[config.mk]
export PLATFORM = sky130hd
export DESIGN_NAME = pool_window_gen
export DESIGN_NICKNAME = d
export VERILOG_FILES = /design/src/rtl/cnn_pool_pkg.sv /design/src/rtl/pool_line_buf.sv /design/src/rtl/pool_window_gen.sv
export SDC_FILE = /design/constraint.sdc
export NUM_CORES = 1
export LEC_CHECK = 0
export BUFFER_PORTS_ARGS = -buffer_cell sky130_fd_sc_hd__buf_4
export CAP_MARGIN = 20
export CORE_AREA = 2 2 206 208
export CTS_BUF_LIST = sky130_fd_sc_hd__clkbuf_4
export CTS_CLUSTER_DIAMETER = 50
export DETAILED_ROUTE_END_ITERATION = 10
export DIE_AREA = 0 0 208 210
export GPL_ROUTABILITY_DRIVEN = 0
export PLACE_DENSITY = 0.66
export REMOVE_ABC_BUFFERS = 1
export SYNTH_ARGS = -nofsm -noshare
export SYNTH_HDL_FRONTEND = slang
export SYNTH_SLANG_ARGS = --single-unit
[constraint.sdc]
create_clock -name i_clk -period 5 [get_ports i_clk]
set_clock_uncertainty 0.05 [all_clocks]
set_input_delay 0.25 -clock i_clk [delete_from_list [all_inputs] [get_ports i_clk]]
set_output_delay 0.25 -clock i_clk [all_outputs]
set_load 0.01 [all_outputs]
[src/rtl/cnn_pool_pkg.sv]
// Shared types and constants for the 2x2 max-pool window producer and its pooler.
package cnn_pool_pkg;

  localparam int DATA_W_DEF = 16;
  localparam int WIN_W_DEF  = 4 * DATA_W_DEF;

  // Lane positions inside the packed window word.
  localparam int TL = 0;
  localparam int TR = 1;
  localparam int BL = 2;
  localparam int BR = 3;

  typedef enum logic {
    S_TOP    = 1'b0,
    S_BOTTOM = 1'b1
  } state_t;

endpackage

[src/rtl/pool_line_buf.sv]
// One-line pixel store: single write port, single combinational read port, no reset.
module pool_line_buf #(
  parameter int DATA_W = 16,
  parameter int DEPTH  = 26,
  localparam int AW    = $clog2(DEPTH)
) (
  input  logic              i_clk,
  input  logic              i_we,
  input  logic [AW-1:0]     i_waddr,
  input  logic [DATA_W-1:0] i_wdata,
  input  logic [AW-1:0]     i_raddr,
  output logic [DATA_W-1:0] o_rdata
);

  logic [DATA_W-1:0] mem [DEPTH];

  always_ff @(posedge i_clk) begin
    if (i_we) begin
      mem[i_waddr] <= i_wdata;
    end
  end

  assign o_rdata = mem[i_raddr];

endmodule

[src/rtl/pool_window_gen.sv]
// Raster pixel stream to stride-2 2x2 window generator with frame tracking.
// Optional window counter output enabled by defining POOL_WINDOW_CNT_EN.
module pool_window_gen
  import cnn_pool_pkg::*;
#(
  parameter int DATA_W     = DATA_W_DEF,
  parameter int IMG_WIDTH  = 26,
  parameter int IMG_HEIGHT = 26
) (
  input  logic                i_clk,
  input  logic                i_reset,
  input  logic [DATA_W-1:0]   i_data,
  input  logic                i_data_valid,
  output logic [4*DATA_W-1:0] o_window,
  output logic                o_window_valid,
  output logic                o_frame_done
`ifdef POOL_WINDOW_CNT_EN
  ,
  output logic [15:0]         o_window_cnt
`endif
);

  localparam int CW = $clog2(IMG_WIDTH);
  localparam int RW = $clog2(IMG_HEIGHT);
  localparam logic [CW-1:0] COL_MAX      = CW'(IMG_WIDTH - 1);
  localparam logic [RW-1:0] ROW_MAX      = RW'(IMG_HEIGHT - 1);
  // Position of the bottom-right pixel of the final window (odd tails dropped).
  localparam logic [CW-1:0] COL_LAST_WIN = CW'((IMG_WIDTH / 2) * 2 - 1);
  localparam logic [RW-1:0] ROW_LAST_WIN = RW'((IMG_HEIGHT / 2) * 2 - 1);

  state_t              state_q, state_d;
  logic [CW-1:0]       col_q, col_d;
  logic [RW-1:0]       row_q, row_d;
  logic [DATA_W-1:0]   prev_px_q, prev_px_d;
  logic [DATA_W-1:0]   prev_top_q, prev_top_d;
  logic [4*DATA_W-1:0] window_q, window_d;
  logic                valid_q, valid_d;
  logic                done_q, done_d;
  logic                col_wrap;
  logic                lb_we;
  logic [DATA_W-1:0]   lb_rdata;

  assign col_wrap = i_data_valid && (col_q == COL_MAX);
  assign lb_we    = i_data_valid && (state_q == S_TOP) && !i_reset;

  pool_line_buf #(
    .DATA_W (DATA_W),
    .DEPTH  (IMG_WIDTH)
  ) u_line_buf (
    .i_clk   (i_clk),
    .i_we    (lb_we),
    .i_waddr (col_q),
    .i_wdata (i_data),
    .i_raddr (col_q),
    .o_rdata (lb_rdata)
  );

  always_ff @(posedge i_clk) begin
    if (i_reset) begin
      state_q <= S_TOP;
    end else begin
      state_q <= state_d;
    end
  end

  always_comb begin
    state_d = state_q;
    if (col_wrap) begin
      if (row_q == ROW_MAX) begin
        state_d = S_TOP;
      end else begin
        case (state_q)
          S_TOP:    state_d = S_BOTTOM;
          S_BOTTOM: state_d = S_TOP;
          default:  state_d = S_TOP;
        endcase
      end
    end else begin
      state_d = state_q;
    end
  end

  always_comb begin
    col_d      = col_q;
    row_d      = row_q;
    prev_px_d  = prev_px_q;
    prev_top_d = prev_top_q;
    window_d   = window_q;
    valid_d    = 1'b0;
    done_d     = 1'b0;
    if (i_data_valid) begin
      if (col_wrap) begin
        col_d = '0;
        row_d = (row_q == ROW_MAX) ? '0 : row_q + 1'b1;
      end else begin
        col_d = col_q + 1'b1;
      end
      if (state_q == S_BOTTOM) begin
        // Even column captures the left half; the top-left comes from the line buffer now.
        if (!col_q[0]) begin
          prev_px_d  = i_data;
          prev_top_d = lb_rdata;
        end else begin
          window_d[TL*DATA_W +: DATA_W] = prev_top_q;
          window_d[TR*DATA_W +: DATA_W] = lb_rdata;
          window_d[BL*DATA_W +: DATA_W] = prev_px_q;
          window_d[BR*DATA_W +: DATA_W] = i_data;
          valid_d = 1'b1;
          done_d  = (row_q == ROW_LAST_WIN) && (col_q == COL_LAST_WIN);
        end
      end else begin
        valid_d = 1'b0;
      end
    end else begin
      valid_d = 1'b0;
    end
  end

  always_ff @(posedge i_clk) begin
    if (i_reset) begin
      col_q      <= '0;
      row_q      <= '0;
      prev_px_q  <= '0;
      prev_top_q <= '0;
      window_q   <= '0;
      valid_q    <= 1'b0;
      done_q     <= 1'b0;
    end else begin
      col_q      <= col_d;
      row_q      <= row_d;
      prev_px_q  <= prev_px_d;
      prev_top_q <= prev_top_d;
      window_q   <= window_d;
      valid_q    <= valid_d;
      done_q     <= done_d;
    end
  end

  assign o_window       = window_q;
  assign o_window_valid = valid_q;
  assign o_frame_done   = done_q;

`ifdef POOL_WINDOW_CNT_EN
  logic [15:0] cnt_q, cnt_d;
  logic        restart_q, restart_d;

  // Count restarts at 1 on the first window following a frame-done.
  always_comb begin
    cnt_d     = cnt_q;
    restart_d = restart_q;
    if (valid_d) begin
      cnt_d     = restart_q ? 16'd1 : cnt_q + 16'd1;
      restart_d = done_d;
    end else begin
      cnt_d     = cnt_q;
    end
  end

  always_ff @(posedge i_clk) begin
    if (i_reset) begin
      cnt_q     <= 16'd0;
      restart_q <= 1'b0;
    end else begin
      cnt_q     <= cnt_d;
      restart_q <= restart_d;
    end
  end

  assign o_window_cnt = cnt_q;
`endif

endmodule

# Word-level counts from Yosys, hierarchy flattened

Memory sizes are Yosys's and may differ from the RTL's. A register that Yosys moved wholly into a read port is not among the register bits.
Cells that the tools add are included.

Memory bits (writable): 416
Latch bits: 0
Bits in registers: 109
Logic and storage cells: 35
Memories: 1
Memory bits (read-only): 0
Bits of input ports: 19

Multipliers: 0
Order comparisons: 0
Shift operators: 0
$add $sub $neg: 2
Multiplexer cells: 9
Bitwise logic cells: 3
Divide/modulo/power cells: 0
Equality and inequality tests: 2
Reductions and logical operators: 10

Memory list:

| memory         | words | bits a word | read ports | clocked after memory_dff | wr ports | line                | RTL |
|---|---|---|---|---|---|---|---|
| u_line_buf.mem | 26    | 16          | 1          | 1                        | 1        | pool_line_buf.sv:15 | `logic [DATA_W-1:0] mem [DEPTH];` |

Operators by type and width:

| cell                  | count |
|---|---|
| $mux W5               | 4 |
| $add A5 B1 Y5 const B | 2 |
| $eq A5 B5 Y1 const B  | 2 |
| $reduce_and A3 Y1     | 2 |
| $logic_and A1 B1 Y1   | 4 |
| $mux W1               | 4 |
| $reduce_or A4 Y1      | 1 |
| $not A1 Y1            | 3 |
| $reduce_or A3 Y1      | 1 |
| $pmux W1 S2           | 1 |
| $reduce_and A2 Y1     | 1 |
| $logic_not A1 Y1      | 1 |

# Longest topological paths before layout

Depth in word-level cells: 5
Depth in mapped cells: 7
Mapped depth without buffers: 6

# By module

A second synthesis with hierarchy kept.

Cells, all modules: 1282
Area, all modules: 20200.6 um^2

Modules (own cells, without submodules):

| module          | seq. area each (um^2) | area each (um^2) | instances | cells each |
|---|---|---|---|---|
| pool_line_buf   | 12492.0               | 16275.6          | 1         | 794 |
| pool_window_gen | 2182.1                | 3925.0           | 1         | 488 |

# Least setup slack after synthesis

Ideal clock, no wire load.

Kind: reg-to-reg
Start point: reg col_q[4]
End point: mem u_line_buf.mem[16][0], enable pin
Data arrival time: 1749 ps
Data required time: 4562 ps
Clock period less this slack: 2187 ps
Cell stages (with the launch flop): 4
Setup slack: 2813 ps
Path buffers: 1
Cell sequence: dfxtp_1 -> clkbuf_1 -> or3b_2 -> nor2_1

RTL lines:

| element                | line                   | RTL |
|---|---|---|
| start, declared        | pool_window_gen.sv:32  | `logic [CW-1:0] col_q, col_d;` |
| start signal, assigned | pool_window_gen.sv:129 | `col_q <= col_d;` |
| end, declared          | pool_line_buf.sv:15    |  |

No word-level cell before the write port.

==> summary.txt <==
Clk_lat worst skew: 0.84 ns
Peak supply drop: 337 uV
Initial drt markers: 1091
Pin count of the biggest net entering global routing: 119
Die width: 208 um
Vias in the first global route: 12500
CP Capture Type: register
Main area contributors after synthesis: edfxtp_1 61%, dfxtp_1 11%, mux2i_1 8.6%, a21oi_1 2.8%, nand2_1 2.5%
Height of the die: 210 um
HPWL after detailed placement: 27.0 mm
Leading cell types by count after synthesis: 416 x edfxtp_1, 177 x mux2i_1, 137 x nand2_1
First-pass GRT wire length: 75.0 mm
Post-synth ARST share: 0%
Mapped Area: 20500 um^2
Initial antenna violation count: 1
Post-Synthesis Cells: 1329
Lkg Pwr: 0.00789 uW
Post-cts sizing count: 0
Clk buf depth: 3
Ys flop type: edfxtp_1
Gr usage total: 23.2%
Die area: 43700 um^2
Core area: 41500 um^2
Area after DPL: 21600 um^2
Postcts setup bufs: 0
Remaining antenna violation count: 0
Fmax: 0.362 GHz
Slew Limit Fails: 0
Residual DRC: 0
Util after Layout: 57.0%
Ports: 85
Rows: 75
Fillers: 3307
# clock sinks: 530
Routed wire per std cell: 23.3 um
Overall Power: 9050 uW
CP max stage delay: 0.89 ns
Ys Warns: 0
Unrepaired setup endpoints after global routing: no
Vias per Instance: 5.68
Worst hold path class: input port to register
Crit-path cells: buf_4 > mux4_2 > nand2b_1 > a21oi_1 > o41ai_1
Sequential fraction of the synthesis area: 72.1%
CP arrival: 3.35 ns
Root Driver: clkbuf_4
Post-synth EDFFs: 416
DRT Wirelength: 50.4 mm
Final hold slack: 0.323 ns
Crit-path slowest cell: dfxtp_4
Max_slew headroom: 21.9%
Layout cells sized above 1: 24.3%
Htree depth: 4
Minimum clock period: 2.76 ns
Most frequent cell after synthesis: edfxtp_1
Worst setup SP type: register
Final hold violation count: 0
Top cell type's share of synthesized area: 61.0%
Final Setup Violations: 0
Worst slew pin tran: 1.17 ns
Drt first pass iters: 5
Status: complete, no violations
Avg Cell Area, Syn: 15.4 um^2
FF+latch count, synth: 530
Final period util: 55.2%
Total CTS buffers: 134
# nets final: 1545
CP required: 5.59 ns
Synth area leader: edfxtp_1
Final Cell Area: 23600 um^2
Max_cap viols: 0
Reg clk slew, reported paths: 0.06 ns
Crit path max fanout: 48
R2r setup slk: 2.24 ns
Starting density of the core: 49.4%
Detailed-route via count: 12300
Buffers on Ports: 84
Critical path class: register to register
Global route overflow: 0
Power Density: 383 nW/um^2
Area growth from synthesis to layout: 15.3%
CTS tree: yes
Post-synth cell types: 37
metal layers:
layer | part of all wire [%] | global-route usage (%) | vias up
met5 | 0 | 0 | -
li1 | - | - | 5557
met1 | 43 | 31.2 | 6181
met2 | 49 | 37.6 | 446
met4 | 2.0 | 7.95 | 0
met3 | 6.5 | 5.20 | 90
per-stage QoR:
step,setup TNS (ns),instances,setup slack [ns]
after floorplan,-67.66,1243,-2.16
after global placement,0,1904,2.25
after detailed placement,0,1905,2.23
after CTS,0,2159,2.22
after global routing,0,2160,2.09
final,0,2160,2.24
timing repair:
item | 4_1_cts | 5_1_grt
hold endpoints to repair | 488 | 0
endpoints found under the setup margin | 0 | 0
hold buffers | 18 | 0
sequential cells by signal, summed over array words and instances (netlist names), named ones only:
signal,count
col_q,5
o_frame_done,1
o_window,64
o_window_valid,1
prev_px_q,16
prev_top_q,16
row_q,5
state_q,1
u_line_buf.mem,416
where the power goes:
part           switching (uW)  leakage (uW)  internal, uW
Sequential               37.0       0.00466          4760
Clock                    1660       0.00108          2160
Combinational             259       0.00214           171
cell families after synthesis:
family | after synthesis | synth area share, %
mux | 193 | 10.4
buf+inv | 93 | 2.52
xor+xnor | 8 | 0.342
fa+ha+maj | 6 | 0.366
compound gates | 244 | 8.39
flops | 530 | 72.1
simple gates | 255 | 5.87
layout by cell type (no fill, tap or decap), drive strengths merged, types with 6 or more instances in the layout:
cell	synthesis	routed
edfxtp	416	416
ha	6	6
mux2i	177	177
a22oi	64	64
nor2	41	41
clkbuf	50	211
clkinv	0	16
a21oi	113	113
inv	7	11
o21ai	17	17
nand2	137	137
a221oi	16	16
dlygate4sd3	0	18
nand3b	35	35
dfxtp	114	114
buf	36	123
o41ai	32	32
mux4	16	16
nand2b	17	17
xor2	7	7
critical path, delay by kind of cell, from the launching register on:
family / cells / cell delay [ns]
flip-flops: 1 / 0.89
AO/OA/AOI/OAI: 2 / 0.55
multiplexers: 1 / 0.52
buffers and inverters: 1 / 0.36
AND/OR/NAND/NOR: 1 / 0.17
area by class of cell:
class | instances | area, um^2 | area share [%]
diodes | 1 | 2.50 | 0.0106
multi-input cells | 706 | 5220 | 22.1
inverters | 7 | 26.3 | 0.111
well taps | 539 | 674 | 2.85
clock inverters | 25 | 225 | 0.953
repair buffers | 141 | 1120 | 4.72
flip-flops and latches | 530 | 14800 | 62.5
clock buffers | 211 | 1580 | 6.70
worst paths after layout:
check	start	endpoint	depth (start not counted)
max	register	prev_top_q[5]	5
min	i_data[6]	u_line_buf.mem[17][6]	2
max reg2reg	register	prev_top_q[5]	5
min reg2reg	prev_px_q[14]	o_window[46]	2
No activity file was read; power rests on OpenSTA's default activity.
